===== src/rtl/bf_weight_loader_if.sv =====
// Stream, commit strobe and weight outputs of the beam weight loader.
// The master side is the one that drives the configuration stream.
interface bf_weight_loader_if #(
  parameter int unsigned N_ELEM  = 8,
  parameter int unsigned W_WIDTH = 5
);
  logic                        cfg_start;
  logic                        cfg_abort;
  logic                        cfg_valid;
  logic [W_WIDTH-1:0]          cfg_data;
  logic                        cfg_last;
  logic                        cfg_ready;
  logic                        frame_sync;
  logic [N_ELEM*W_WIDTH-1:0]   w_cos_1;
  logic [N_ELEM*W_WIDTH-1:0]   w_sin_1;
  logic [N_ELEM*W_WIDTH-1:0]   w_cos_2;
  logic [N_ELEM*W_WIDTH-1:0]   w_sin_2;
  logic                        busy;
  logic                        commit;
  logic                        weights_ok;
  logic                        load_err;

  modport master (
    output cfg_start, cfg_abort, cfg_valid, cfg_data, cfg_last, frame_sync,
    input  cfg_ready, w_cos_1, w_sin_1, w_cos_2, w_sin_2,
           busy, commit, weights_ok, load_err
  );

  modport slave (
    input  cfg_start, cfg_abort, cfg_valid, cfg_data, cfg_last, frame_sync,
    output cfg_ready, w_cos_1, w_sin_1, w_cos_2, w_sin_2,
           busy, commit, weights_ok, load_err
  );
endinterface


===== src/rtl/bf_weight_loader.sv =====
// Loads a burst of beam weights into shadow registers and commits them
// atomically to the active phase-shift weights on frame_sync.
module bf_weight_loader #(
  parameter int unsigned N_ELEM  = 8,
  parameter int unsigned W_WIDTH = 5
) (
  input  logic                   clock,
  input  logic                   reset,
  bf_weight_loader_if.slave      cfg
);

  localparam int unsigned K  = 4 * N_ELEM;
  localparam int unsigned KW = $clog2(K);

  typedef enum logic [1:0] {IDLE, LOAD, ARMED} state_t;

  state_t               state;
  logic [KW-1:0]        k;
  logic [W_WIDTH-1:0]   shadow [K];

  logic [N_ELEM*W_WIDTH-1:0] sh_cos_1, sh_sin_1, sh_cos_2, sh_sin_2;

  // Word k maps to beam k/(2*N_ELEM), element (k/2)%N_ELEM; even k is cos.
  for (genvar e = 0; e < N_ELEM; e++) begin : g_map
    assign sh_cos_1[e*W_WIDTH +: W_WIDTH] = shadow[2*e];
    assign sh_sin_1[e*W_WIDTH +: W_WIDTH] = shadow[2*e + 1];
    assign sh_cos_2[e*W_WIDTH +: W_WIDTH] = shadow[2*N_ELEM + 2*e];
    assign sh_sin_2[e*W_WIDTH +: W_WIDTH] = shadow[2*N_ELEM + 2*e + 1];
  end

  always_ff @(posedge clock or negedge reset) begin
    if (!reset) begin
      state          <= IDLE;
      k              <= '0;
      shadow         <= '{default: '0};
      cfg.w_cos_1    <= '0;
      cfg.w_sin_1    <= '0;
      cfg.w_cos_2    <= '0;
      cfg.w_sin_2    <= '0;
      cfg.cfg_ready  <= 1'b0;
      cfg.busy       <= 1'b0;
      cfg.commit     <= 1'b0;
      cfg.weights_ok <= 1'b0;
      cfg.load_err   <= 1'b0;
    end else begin
      cfg.commit <= 1'b0;
      case (state)
        IDLE: begin
          if (cfg.cfg_start) begin
            state         <= LOAD;
            k             <= '0;
            cfg.load_err  <= 1'b0;
            cfg.cfg_ready <= 1'b1;
            cfg.busy      <= 1'b1;
          end
        end
        LOAD: begin
          if (cfg.cfg_abort) begin
            state         <= IDLE;
            cfg.cfg_ready <= 1'b0;
            cfg.busy      <= 1'b0;
          end else if (cfg.cfg_valid) begin
            shadow[k] <= cfg.cfg_data;
            k         <= k + 1'b1;
            if (cfg.cfg_last && k == KW'(K - 1)) begin
              state         <= ARMED;
              cfg.cfg_ready <= 1'b0;
            end else if (cfg.cfg_last || k == KW'(K - 1)) begin
              state         <= IDLE;
              cfg.cfg_ready <= 1'b0;
              cfg.busy      <= 1'b0;
              cfg.load_err  <= 1'b1;
            end
          end
        end
        ARMED: begin
          if (cfg.cfg_abort) begin
            state    <= IDLE;
            cfg.busy <= 1'b0;
          end else if (cfg.frame_sync) begin
            state          <= IDLE;
            cfg.busy       <= 1'b0;
            cfg.w_cos_1    <= sh_cos_1;
            cfg.w_sin_1    <= sh_sin_1;
            cfg.w_cos_2    <= sh_cos_2;
            cfg.w_sin_2    <= sh_sin_2;
            cfg.weights_ok <= 1'b1;
            cfg.commit     <= 1'b1;
          end
        end
        default: begin
          state         <= IDLE;
          cfg.cfg_ready <= 1'b0;
          cfg.busy      <= 1'b0;
        end
      endcase
    end
  end

endmodule

===== src/flat_wrapper.sv =====
// flat-port wrapper written by rule: the top's interface ports become plain ports
module bf_weight_loader_flat 
#(
  parameter int unsigned N_ELEM  = 8,
  parameter int unsigned W_WIDTH = 5
)
  (clock, reset, cfg_cfg_start, cfg_cfg_abort, cfg_cfg_valid, cfg_cfg_data, cfg_cfg_last, cfg_frame_sync, cfg_cfg_ready, cfg_w_cos_1, cfg_w_sin_1, cfg_w_cos_2, cfg_w_sin_2, cfg_busy, cfg_commit, cfg_weights_ok, cfg_load_err);
  bf_weight_loader_if #(.N_ELEM(N_ELEM), .W_WIDTH(W_WIDTH)) cfg_i ();
  input  logic clock;
  input  logic reset;
  input wire logic [$bits(cfg_i.cfg_start)-1:0] cfg_cfg_start;
  input wire logic [$bits(cfg_i.cfg_abort)-1:0] cfg_cfg_abort;
  input wire logic [$bits(cfg_i.cfg_valid)-1:0] cfg_cfg_valid;
  input wire logic [$bits(cfg_i.cfg_data)-1:0] cfg_cfg_data;
  input wire logic [$bits(cfg_i.cfg_last)-1:0] cfg_cfg_last;
  input wire logic [$bits(cfg_i.frame_sync)-1:0] cfg_frame_sync;
  output wire logic [$bits(cfg_i.cfg_ready)-1:0] cfg_cfg_ready;
  output wire logic [$bits(cfg_i.w_cos_1)-1:0] cfg_w_cos_1;
  output wire logic [$bits(cfg_i.w_sin_1)-1:0] cfg_w_sin_1;
  output wire logic [$bits(cfg_i.w_cos_2)-1:0] cfg_w_cos_2;
  output wire logic [$bits(cfg_i.w_sin_2)-1:0] cfg_w_sin_2;
  output wire logic [$bits(cfg_i.busy)-1:0] cfg_busy;
  output wire logic [$bits(cfg_i.commit)-1:0] cfg_commit;
  output wire logic [$bits(cfg_i.weights_ok)-1:0] cfg_weights_ok;
  output wire logic [$bits(cfg_i.load_err)-1:0] cfg_load_err;
  assign cfg_i.cfg_start = cfg_cfg_start;
  assign cfg_i.cfg_abort = cfg_cfg_abort;
  assign cfg_i.cfg_valid = cfg_cfg_valid;
  assign cfg_i.cfg_data = cfg_cfg_data;
  assign cfg_i.cfg_last = cfg_cfg_last;
  assign cfg_i.frame_sync = cfg_frame_sync;
  assign cfg_cfg_ready = cfg_i.cfg_ready;
  assign cfg_w_cos_1 = cfg_i.w_cos_1;
  assign cfg_w_sin_1 = cfg_i.w_sin_1;
  assign cfg_w_cos_2 = cfg_i.w_cos_2;
  assign cfg_w_sin_2 = cfg_i.w_sin_2;
  assign cfg_busy = cfg_i.busy;
  assign cfg_commit = cfg_i.commit;
  assign cfg_weights_ok = cfg_i.weights_ok;
  assign cfg_load_err = cfg_i.load_err;
  bf_weight_loader #(.N_ELEM(N_ELEM), .W_WIDTH(W_WIDTH)) u_core (.clock(clock), .reset(reset), .cfg(cfg_i));
endmodule

===== config.mk =====
export PLATFORM = sky130hd
export DESIGN_NAME = bf_weight_loader_flat
export DESIGN_NICKNAME = d
export VERILOG_FILES = /design/src/rtl/bf_weight_loader_if.sv /design/src/rtl/bf_weight_loader.sv /design/src/flat_wrapper.sv
export SDC_FILE = /design/constraint.sdc
export NUM_CORES = 1
export LEC_CHECK = 0
export CAP_MARGIN = 30
export CORE_MARGIN = 3
export CORE_UTILIZATION = 49
export CTS_CLUSTER_SIZE = 40
export DETAILED_ROUTE_END_ITERATION = 10
export PLACE_DENSITY = 0.76
export SYNTH_ARGS = -nofsm -noshare
export SYNTH_HDL_FRONTEND = slang
export SYNTH_SLANG_ARGS = --single-unit

===== constraint.sdc =====
create_clock -name clock -period 1.8 [get_ports clock]
set_clock_uncertainty 0.15 [all_clocks]
set_input_delay 0.18 -clock clock [delete_from_list [all_inputs] [get_ports clock]]
set_output_delay 0.18 -clock clock [all_outputs]
set_load 0.005 [all_outputs]

==> impl_metrics.toml <==
[timing]
worst_slew_pin_slew_ps = 821
maxSlewHeadroom = 0.453
setup_viol = 0
tns_ps = 0
max_freq_mhz = 558
setup_ws_ps = 7.31
hold_viol = 0
rsz0062_at_grt = "true"
slew_viol_final = 0
layout_worst_path_cycle_share = 0.996
fin_crit_ps = 1790

[route]
drc = 0
drt_iter0_drc = 407
vias = 7394
via_per_inst = 5.34
avgRoutedWirePerCell_um = 20.8
antenna_left = 0
routed_wirelength_um = 28800
dr.pass1.iters = 4

[placed_design]
placedCellCount = 1307
pre_cts_ws_ps = -285
dp_hpwl_um = 17900
gp_congestion = 0.718
port_buffers = 176

[power_and_ir_drop]
cellInternalPower_mw = 12.3
swShare = 0.211
power.density_mw_per_mm2 = 921
ir_drop_mv = 0.609
p_switching_mw = 3.29
p_total_mw = 15.6
p_leak_nw = 8.36
power_frac_seq = 0.496
pwr-share-clk = 0.456
p_comb_frac = 0.048

[clock_network]
clk_latency_ps = 500
root_buffer = "clkbuf_16"
cts_made_buffers = 35
cts.clk_slew.worst_paths_ps = 60
clockBufferDepth = 3
htree_levels = 2
cts_tree = "done"
cts_sinks = 332

[die]
core_mm2 = 0.0254
ios = 177
rows = 58
dieWidth_um = 167
start_util = 0.502
die_h_um = 167
die_area_mm2 = 0.0280

[layout]
antenna_cells = 0
ff_latch_area_mm2 = 0.00831
syn_to_final_growth_pct = 32.7
multi_input_comb_area_mm2 = 0.00440
fill_cells = 1819
nets = 1046
instances_no_fill = 1384
drive_above_1_share = 0.458

[synth]
synth_top_area_frac = 0.651
syn_avg_cell_area_um2 = 16.2
synthTopCellsByArea = "dfrtp_1, mux2_2, nand3_2, nand3_1, buf_2"
synth_most_common_cell = "dfrtp_1"
ys_seq_area_frac = 0.651
synth_ff_type = "dfrtp_1"
synth_common_cells = "dfrtp_1, mux2_2, nand3_1, clkbuf_1, buf_2"
yosys_register_bits = 332
syn_area_mm2 = 0.0128
synth_warnings = 0
syn_inst = 788
synth_area_leader_cell = "dfrtp_1"
synth_edf_count = 0
netlist-cell-type-count = 31
postSynth.asyncResetShare = 1.00
synth_nets = 805

[worst_setup_path]
path_cells = "nor2_2 > and3_4 > buf_12 > buf_12 > buf_16 > mux2_2"
slowest_stage = "dfrtp_1"
cpPeakStageDelay_ps = 410
endpoint_kind = "register"
path_class = "register to register"
cp_common_cell = "buf_12"
crit_required_ps = 2020
cp-start-kind = "register"
crit_fanout = 10
cp.arrival_ps = 2020

[hold_path]
hold_path.class = "input pin to async pin"

[global_route]
global_route.usage.met1 = 0.290
grtUsageMet2 = 0.326
grt_max_degree = 59
grt_pass1_vias = 7757
grt_use_total = 0.202
grt_first_pass_wirelength_um = 45100
grt-ovfl-total = 0
antenna_found_initial = 0
busiest_layer = "met2"
use_met3 = 0.0382

[run]
drv_cap = 0

[outcome]
status = "finished, final reports clean"
repair_timing:
action | CTS | global route
setup buffers | 0 | 10
pin swaps | 0 | 4
hold buffers | 1 | 0
setup endpoints to repair | 122 | 223
cloned | 0 | 4
hold endpoints to repair | 332 | 0
gates resized for setup | 6 | 45
flip-flops by register name, summed over array words and instances (netlist names), 2 cells and up:
| register | cells |
|---|---|
| u_core.cfg.w_cos_1 | 40 |
| u_core.state | 2 |
| u_core.sh_sin_2 | 40 |
| u_core.cfg.w_cos_2 | 40 |
| u_core.cfg.w_sin_2 | 40 |
| u_core.sh_cos_2 | 40 |
| u_core.sh_sin_1 | 40 |
| u_core.k | 5 |
| u_core.sh_cos_1 | 40 |
| u_core.cfg.w_sin_1 | 40 |
per-stage QoR:
step / cell area [um2] / util / hold slack [ps]
detailed placement: 15400 / 0.605 / -31.7
floorplan: 12800 / - / -266
global route: 16900 / 0.667 / 62.6
finish: 16900 / 0.667 / 31.6
CTS: 16500 / 0.651 / 41.2
global placement: 15400 / 0.605 / -34.1
layout make-up:
class,count,share of cell area
repair buffers,249,0.156
inverters,2,0.000443
clock buffers,59,0.0661
well taps,330,0.0244
clock inverters,3,0.00236
multi-input cells,409,0.260
flip-flops and latches,332,0.491
routing by layer:
layer / vias up / part of all wire
met5: - / 0
met4: 0 / 0.017
met1: 3879 / 0.45
li1: 3272 / -
met3: 40 / 0.054
met2: 203 / 0.48
worst paths after layout:
kind,start,endpoint,slack (ps),cells past startpoint
max,u_core.state[0],u_core.cfg.w_cos_1[35],7,6
min,reset,u_core.cfg.w_sin_1[31],30,2
max reg2reg,u_core.state[0],u_core.cfg.w_cos_1[35],7,6
min reg2reg,u_core.cfg.weights_ok,u_core.cfg.weights_ok,320,1
max in group asynchronous,reset,u_core.k[1],780,3
min in group clock,cfg_frame_sync,u_core.state[1],270,3
power groups by stage:
stage	Combinational (mW)	Sequential (mW)	Clock, mW
2_1_floorplan	0.298	7.83	0
3_3_place_gp	0.680	7.85	0
3_5_place_dp	0.692	7.86	0
4_1_cts	0.702	7.73	7.25
5_1_grt	0.832	7.75	7.58
6_report	0.754	7.73	7.11
placed cells by master (no fill, tap or decap), types with 3 or more instances in the layout:
master	n
buf_2	3
nor3b_2	3
buf_12	19
clkbuf_8	11
buf_6	3
nand2_1	8
nand3_2	12
o21ai_0	3
buf_4	45
nand3_4	4
ha_4	4
a21oi_1	3
dfrtp_1	327
clkbuf_16	40
dlymetal6s2s_1	5
dfrtp_2	5
clkbuf_1	11
clkdlybuf4s50_1	167
mux2_2	306
nand2b_1	4
nor2_1	3
nand3_1	20
mux2_4	13
critical path, delay by kind of cell (launching register included):
family	cells	cell delay [ps]
DFF	1	410
buffers and inverters	3	400
and+or+nand+nor	2	360
muxes	1	350
logic make-up (layout without fill, tap and decap cells):
logic type / count (synthesis) / after routing / share of synthesized area
mux: 322 / 322 / 0.284
buf+inv: 47 / 313 / 0.0173
simple gates: 70 / 70 / 0.0369
compound gates: 11 / 11 / 0.00500
xor+xnor: 1 / 1 / 0.000687
flops: 332 / 332 / 0.651
fa+ha+maj: 5 / 5 / 0.00490
Note: power is estimated with default switching activity, not from simulation.
